## src/rtl/palette_fader_if.sv

```systemverilog
// Pixel-side bus of the palette fader: index/valid/frame timing in, blended RGB
// plus fade status out.
interface palette_fader_if #(
  parameter int INDEX_WIDTH = 3,
  parameter int COLOR_WIDTH = 8,
  parameter int RATE_WIDTH  = 8
);
  logic [INDEX_WIDTH-1:0] palette_index;
  logic                   pixel_valid;
  logic                   frame_start;
  logic                   night_req;
  logic [COLOR_WIDTH-1:0] red;
  logic [COLOR_WIDTH-1:0] green;
  logic [COLOR_WIDTH-1:0] blue;
  logic                   out_valid;
  logic [RATE_WIDTH-1:0]  night_rate;
  logic                   fading;

  modport master (
    output palette_index, pixel_valid, frame_start, night_req,
    input  red, green, blue, out_valid, night_rate, fading
  );

  modport slave (
    input  palette_index, pixel_valid, frame_start, night_req,
    output red, green, blue, out_valid, night_rate, fading
  );
endinterface

```

## src/rtl/palette_fader.sv

```systemverilog
// Palette lookup with a frame-paced day/night fade toward the inverted palette.
// Two-stage pipeline: stage 1 looks up the entry, stage 2 blends each channel.
module palette_fader #(
  parameter int INDEX_WIDTH     = 3,
  parameter int COLOR_WIDTH     = 8,
  parameter int MAX_NIGHT_RATE  = 255,
  parameter int FADE_STEP       = 1,
  parameter int FRAMES_PER_STEP = 1,
  parameter int NIGHT_INIT      = 0,
  parameter logic [(2**INDEX_WIDTH)*3*COLOR_WIDTH-1:0] PALETTE = {
    24'hFFFFFF, 24'hF5F7F4, 24'hD8DBD7, 24'hB8BAB7,
    24'h747673, 24'h5E605D, 24'h525451, 24'h000000
  }
) (
  input logic              clk,
  input logic              rst_n,
  palette_fader_if.slave   bus
);
  localparam int CW     = COLOR_WIDTH;
  localparam int CW3    = 3 * CW;
  localparam int RW     = $clog2(MAX_NIGHT_RATE + 1);
  localparam int CNT_W  = (FRAMES_PER_STEP > 1) ? $clog2(FRAMES_PER_STEP) : 1;
  localparam int STAGES = 2;
  localparam int STEP_C = (FADE_STEP > MAX_NIGHT_RATE) ? MAX_NIGHT_RATE : FADE_STEP;
  // Signed blend width: |(MAX-2r)*orig| < 2^(RW+1+CW), plus sum and sign bits.
  localparam int W      = RW + CW + 3;

  localparam logic [RW-1:0]       RMAX     = RW'(MAX_NIGHT_RATE);
  localparam logic [RW-1:0]       STEP     = RW'(STEP_C);
  localparam logic [RW-1:0]       RINIT    = RW'(NIGHT_INIT);
  localparam logic [CNT_W-1:0]    CNT_LAST = CNT_W'(FRAMES_PER_STEP - 1);
  localparam logic signed [W-1:0] CMAX_S   = W'((2**CW) - 1);
  localparam logic signed [W-1:0] MAX_S    = W'(MAX_NIGHT_RATE);

  logic [RW-1:0]       rate_q, rate_d, target, gap;
  logic [CNT_W-1:0]    cnt_q, cnt_d;
  logic [CW3-1:0]      entry, s1_rgb_q;
  logic [RW-1:0]       s1_rate_q;
  logic [STAGES:1]     vld_pipe_q;
  logic signed [W-1:0] r_s;
  logic [2:0][CW-1:0]  chan;

  assign target = bus.night_req ? RMAX : '0;
  assign gap    = (target > rate_q) ? (target - rate_q) : (rate_q - target);

  // Rate only moves on frame_start; the final step clamps onto the target.
  always_comb begin
    rate_d = rate_q;
    cnt_d  = cnt_q;
    if (bus.frame_start) begin
      if (rate_q == target) begin
        cnt_d = '0;
      end else if (cnt_q == CNT_LAST) begin
        cnt_d = '0;
        if (gap <= STEP)         rate_d = target;
        else if (target > rate_q) rate_d = rate_q + STEP;
        else                      rate_d = rate_q - STEP;
      end else begin
        cnt_d = cnt_q + CNT_W'(1);
      end
    end
  end

  always_ff @(posedge clk or negedge rst_n) begin
    if (!rst_n) begin
      rate_q <= RINIT;
      cnt_q  <= '0;
    end else begin
      rate_q <= rate_d;
      cnt_q  <= cnt_d;
    end
  end

  assign entry = PALETTE[CW3*int'(bus.palette_index) +: CW3];

  // Stage 1 samples rate_q, so a pixel sharing a frame_start cycle sees the old rate.
  always_ff @(posedge clk or negedge rst_n) begin
    if (!rst_n) begin
      s1_rgb_q   <= '0;
      s1_rate_q  <= '0;
      vld_pipe_q <= '0;
    end else begin
      s1_rgb_q   <= entry;
      s1_rate_q  <= rate_q;
      vld_pipe_q <= {vld_pipe_q[STAGES-1:1], bus.pixel_valid};
    end
  end

  assign r_s = signed'(W'(s1_rate_q));

  // Lane 0 = blue, 1 = green, 2 = red, matching the packed {R,G,B} entry layout.
  for (genvar ch = 0; ch < 3; ch++) begin : g_lane
    logic signed [W-1:0] o_s, num;
    logic [CW-1:0]       chan_q;

    assign o_s = signed'(W'(s1_rgb_q[ch*CW +: CW]));
    // num = r*(CMAX-orig) + orig*(MAX-r) >= 0, so the quotient is already the floor.
    assign num = r_s * CMAX_S + (MAX_S - (r_s <<< 1)) * o_s;

    always_ff @(posedge clk or negedge rst_n) begin
      if (!rst_n) chan_q <= '0;
      else        chan_q <= CW'(num / MAX_S);
    end

    assign chan[ch] = chan_q;
  end

  assign bus.red        = chan[2];
  assign bus.green      = chan[1];
  assign bus.blue       = chan[0];
  assign bus.out_valid  = vld_pipe_q[STAGES];
  assign bus.night_rate = rate_q;
  assign bus.fading     = (rate_q != target);
endmodule

```

## src/flat_wrapper.sv

```systemverilog
// flat-port wrapper written by rule: the top's interface ports become plain ports
module palette_fader_flat 
#(
  parameter int INDEX_WIDTH     = 3,
  parameter int COLOR_WIDTH     = 8,
  parameter int MAX_NIGHT_RATE  = 255,
  parameter int FADE_STEP       = 1,
  parameter int FRAMES_PER_STEP = 1,
  parameter int NIGHT_INIT      = 0,
  parameter logic [(2**INDEX_WIDTH)*3*COLOR_WIDTH-1:0] PALETTE = {
    24'hFFFFFF, 24'hF5F7F4, 24'hD8DBD7, 24'hB8BAB7,
    24'h747673, 24'h5E605D, 24'h525451, 24'h000000
  }
)
  (clk, rst_n, bus_palette_index, bus_pixel_valid, bus_frame_start, bus_night_req, bus_red, bus_green, bus_blue, bus_out_valid, bus_night_rate, bus_fading);
  palette_fader_if #(.INDEX_WIDTH(INDEX_WIDTH), .COLOR_WIDTH(COLOR_WIDTH), .RATE_WIDTH(8)) bus_i ();
  input logic clk;
  input logic rst_n;
  input wire logic [$bits(bus_i.palette_index)-1:0] bus_palette_index;
  input wire logic [$bits(bus_i.pixel_valid)-1:0] bus_pixel_valid;
  input wire logic [$bits(bus_i.frame_start)-1:0] bus_frame_start;
  input wire logic [$bits(bus_i.night_req)-1:0] bus_night_req;
  output wire logic [$bits(bus_i.red)-1:0] bus_red;
  output wire logic [$bits(bus_i.green)-1:0] bus_green;
  output wire logic [$bits(bus_i.blue)-1:0] bus_blue;
  output wire logic [$bits(bus_i.out_valid)-1:0] bus_out_valid;
  output wire logic [$bits(bus_i.night_rate)-1:0] bus_night_rate;
  output wire logic [$bits(bus_i.fading)-1:0] bus_fading;
  assign bus_i.palette_index = bus_palette_index;
  assign bus_i.pixel_valid = bus_pixel_valid;
  assign bus_i.frame_start = bus_frame_start;
  assign bus_i.night_req = bus_night_req;
  assign bus_red = bus_i.red;
  assign bus_green = bus_i.green;
  assign bus_blue = bus_i.blue;
  assign bus_out_valid = bus_i.out_valid;
  assign bus_night_rate = bus_i.night_rate;
  assign bus_fading = bus_i.fading;
  palette_fader #(.INDEX_WIDTH(INDEX_WIDTH), .COLOR_WIDTH(COLOR_WIDTH), .MAX_NIGHT_RATE(MAX_NIGHT_RATE), .FADE_STEP(FADE_STEP), .FRAMES_PER_STEP(FRAMES_PER_STEP), .NIGHT_INIT(NIGHT_INIT), .PALETTE(PALETTE)) u_core (.clk(clk), .rst_n(rst_n), .bus(bus_i));
endmodule
```

## config.mk

```make
export PLATFORM = sky130hd
export DESIGN_NAME = palette_fader_flat
export DESIGN_NICKNAME = d
export VERILOG_FILES = /design/src/rtl/palette_fader_if.sv /design/src/rtl/palette_fader.sv /design/src/flat_wrapper.sv
export SDC_FILE = /design/constraint.sdc
export NUM_CORES = 1
export LEC_CHECK = 0
export CAP_MARGIN = 20
export CORE_MARGIN = 2
export CORE_UTILIZATION = 55
export CTS_BUF_LIST = sky130_fd_sc_hd__clkbuf_8
export CTS_CLUSTER_SIZE = 30
export DETAILED_ROUTE_END_ITERATION = 7
export GPL_TIMING_DRIVEN = 0
export PLACE_DENSITY = 0.83
export SYNTH_ARGS = -nofsm -noshare
export SYNTH_HDL_FRONTEND = slang
export SYNTH_SLANG_ARGS = --single-unit
```

## constraint.sdc

```tcl
create_clock -name clk -period 14.6 [get_ports clk]
set_clock_uncertainty 0.1 [all_clocks]
set_input_delay 1.46 -clock clk [delete_from_list [all_inputs] [get_ports clk]]
set_output_delay 1.46 -clock clk [all_outputs]
set_load 0.005 [all_outputs]
```

==> results.txt <==
----------------------------------------------------
[Floorplan]
  Die outline area ... roughly 47000 um^2
  Die outline height ... 217 um
  Die extent in x ... 217 um
  Boundary Pins ... 42
  Placeable core region ... 44400 um^2
  Placement Rows ... 77
  Initial Util ... 55.9%

[Synth]
  Fraction of the yosys area taken by sequential cells ... 6.04%
  Number of library cell types mapped by synthesis ... 139
  Total standard cell area after synthesis ... 24800 um^2
  Fraction of synthesized cell area taken by the top area cell type ... 20.5%
  Number of instances in the synthesized netlist ... between 3000 and 4000
  Syn nets ... approximately 3500
  Count of flip-flops with a built-in enable after synthesis ... 0
  Post-synth ARST share ... 100%
  #FFs+latches synth ... 60
  Count of warnings emitted by yosys ... 0
  Main synth FF type ... sky130_fd_sc_hd__dfrtp_1
  Mean post-synth cell area ... 8.20 um^2
  Yosys top cell by area ... sky130_fd_sc_hd__fa_1
  Synth area leaders ... sky130_fd_sc_hd__fa_1 (20%), sky130_fd_sc_hd__ha_1 (9.7%), sky130_fd_sc_hd__dfrtp_1 (6.0%)

[Min path]
  Worst hold path cell count ... 0
  Path class of the lowest-slack min-delay path ... reg2reg

[STA]
  Number of hold-slack violations in the final timing report ... 0
  Final Max Tran Viols ... 0
  Transition time at the pin with the least slew margin ... 945 ps
  Minimum period implied by the final worst setup slack ... 14540 ps
  Setup repair after global routing missed its margin ... yes
  Setup Viol. Count Final ... 0
  Final worst hold slack ... about 250 ps
  Relative max-transition margin ... 36.8%
  Final cycle utilization of the critical path ... 99.6%
  Final TNS setup ... 0 ps
  Achievable frequency ... ~69 MHz

[Placement]
  Placed standard-cell area ... between 20000 and 30000 um^2
  Post-DP HPWL ... 52.7 mm
  Routability cong. ... 0.958
  Buffers added on ports ... 41

[Detailed routing]
  Number of search-and-repair iterations in the first detailed-routing pass ... 8
  Number of DRC violations after detailed routing ... 0
  Wire length reported by the detailed router ... roughly 80 mm
  DRT antenna net count ... 0
  Routed wire length per instance ... 20.4 um
  Via count ... about 26000
  Detailed-route vias per instance ... between 6 and 7
  Detailed Route Iter0 Violations ... 2967

[GRT]
  Pin count of the biggest net entering global routing ... 59
  Global-route total usage across every layer ... 29.7%
  Number of global-route vias before repair ... ~24000
  Global-route wire length before repair ... between 100 and 150 mm
  Antenna violations before repair ... 2
  Total global routing overflow ... 0

[Worst setup path]
  Most repeated library cell on the critical path ... sky130_fd_sc_hd__a21oi_2
  Number of cells traversed by the worst register-to-register path ... 60
  CP Class ... reg2reg
  Source of the worst register-to-register timing path ... u_core.s1_rate_q[3]
  Crit-path leading delay family ... compound AO/OA/AOI/OAI gates
  Launching element of the worst setup path ... u_core.s1_rate_q[3]
  Category of the worst setup path launch point ... register
  Crit path buffers/inverters ... 9
  CP Depth ... 60
  Data arrival at the endpoint of the critical path ... about 15000 ps
  Largest incremental delay on the critical path ... 660 ps
  Critical path's slowest cell ... sky130_fd_sc_hd__nor4_1
  Slack of the worst reg-to-reg path ... 60 ps
  Endpoint of the most critical setup path ... u_core.bus.green[4]
  Worst-path fanout max ... 10
  End of the worst register-to-register path ... u_core.bus.green[4]
  Setup crit end kind ... register
  Worst EP required ... roughly 15000 ps

[Clock tree]
  Clock-pin slew of the registers on the worst-case setup and hold paths ... 90 ps
  Buffers from clock root to sink, at most ... 2
  Clock tree from TritonCTS ... built
  Post-cts hold buffer count ... 0
  CTS Buf Count ... 9
  Cell at the root of the clock tree ... sky130_fd_sc_hd__clkbuf_8
  Latest clock arrival within the worst-skew pair ... approximately 450 ps
  CTS sink count ... 60
  Depth of the CTS H-tree ... 3

[Run]
  Max-cap violations ... 0

[Final layout]
  NumNets Final ... 3732
  Layout Cell Area excl Fill ... 30700 um^2
  Layout cell share with drive strength beyond 1 ... between 20% and 30%
  Area added between synthesis and finish ... 23.6%
  Post-Route Utilization ... 69.1%

[Run status]
  Outcome ... finished clean

----------------------------------------------------
## synthesized netlist by cell type (18+ instances only)
master and number:
sky130_fd_sc_hd__nand3_1 89, sky130_fd_sc_hd__mux2i_1 26, sky130_fd_sc_hd__a21o_1 43, sky130_fd_sc_hd__xnor2_1 131
sky130_fd_sc_hd__and3_1 32, sky130_fd_sc_hd__xor2_1 69, sky130_fd_sc_hd__nand2b_1 24, sky130_fd_sc_hd__nor2_1 185
sky130_fd_sc_hd__a211o_1 24, sky130_fd_sc_hd__nand4_1 40, sky130_fd_sc_hd__fa_1 254, sky130_fd_sc_hd__clkbuf_1 45
sky130_fd_sc_hd__o21ai_1 23, sky130_fd_sc_hd__nor2b_1 91, sky130_fd_sc_hd__inv_1 368, sky130_fd_sc_hd__a21oi_1 149
sky130_fd_sc_hd__buf_2 20, sky130_fd_sc_hd__or3_1 26, sky130_fd_sc_hd__o31ai_1 20, sky130_fd_sc_hd__o21a_1 28
sky130_fd_sc_hd__a31oi_1 28, sky130_fd_sc_hd__and2_1 49, sky130_fd_sc_hd__dfrtp_1 60, sky130_fd_sc_hd__a211oi_1 45
sky130_fd_sc_hd__or2_2 22, sky130_fd_sc_hd__o21bai_1 18, sky130_fd_sc_hd__nor3_1 69, sky130_fd_sc_hd__o21ai_0 123
sky130_fd_sc_hd__nor4_1 23, sky130_fd_sc_hd__ha_1 193, sky130_fd_sc_hd__o211ai_1 35, sky130_fd_sc_hd__nand2_1 220
## area by class of cell
cell class                 count  area [um^2]
inverter                     372         1410
buffer                        59          373
clock buffer                  12          165
tap                          592          741
antenna                        1         2.50
sequential                    60         1520
fill                        3107        13700
clock inverter                 4         71.3
multi-input combinational   2528        24400
timing repair buffer         247         2010
## worst min-delay path by stage
stage                          from                    to
3_5_place_dp   u_core.vld_pipe_q[1]  u_core.vld_pipe_q[2]
5_1_grt        u_core.vld_pipe_q[1]  u_core.vld_pipe_q[2]
4_1_cts        u_core.vld_pipe_q[1]  u_core.vld_pipe_q[2]
3_3_place_gp   u_core.vld_pipe_q[1]  u_core.vld_pipe_q[2]
6_report       u_core.vld_pipe_q[1]  u_core.vld_pipe_q[2]
2_1_floorplan  u_core.vld_pipe_q[1]  u_core.vld_pipe_q[2]
## timing repair
action	4_1_cts	5_1_grt
buffers inserted	70	134
resized for setup	218	343
setup endpoints to repair	24	24
pin swaps	48	164
gates cloned	1	1
## per-layer routing
| metal | global-route usage, % | vias up | part of all wire, % |
|---|---|---|---|
| met5 | 0 | - | 0.019 |
| met2 | 50.5 | 1474 | 48 |
| li1 | - | 11400 | - |
| met3 | 4.28 | 358 | 7.4 |
| met1 | 37.2 | 12400 | 39 |
| met4 | 13.7 | 2 | 5.4 |
## logic make-up after synthesis
family                     Yosys count  share of synthesized area, %
xor gates and xnor gates           208                          7.63
AOI/OAI and AO/OA                  843                          25.7
and+or+nand+nor                    986                          21.7
muxes                               42                          1.82
DFF                                 60                          6.04
buffers and inverters              444                          6.93
adders and majority gates          448                          30.2
## cells in the final DEF, fill, tap and decap left out, drive strengths merged, types with 36 or more instances in the layout
master,instances
fa,254
nand3,90
buf,234
nand4,42
nor2,191
nor4,36
nor3,74
a211oi,51
o21ai,152
xor2,73
xnor2,134
clkdlybuf4s50,40
ha,193
nand2,221
clkbuf,43
a21oi,152
a21o,43
o211ai,38
inv,370
and2,51
dfrtp,60
nor2b,91
## flip-flops by register name, summed over array words and instances, names as in the netlist
signal and cells:
u_core.bus.red 8, u_core.vld_pipe_q 2, u_core.bus.green 8, u_core.bus.night_rate 8, u_core.bus.blue 8, u_core.s1_rate_q 8
u_core.s1_rgb_q 18
## metrics by stage
stage / cells / worst slack, ps
after CTS: 3746 / 0.512
after floorplan: 3031 / 241
final: 3875 / 63.4
after global routing: 3875 / -505
after global placement: 3664 / -2110
after detailed placement: 3665 / -2350
Power is left out: the tool's default activity adds up to more than one toggle a clock period on the data nets, which glitch-free logic cannot reach.
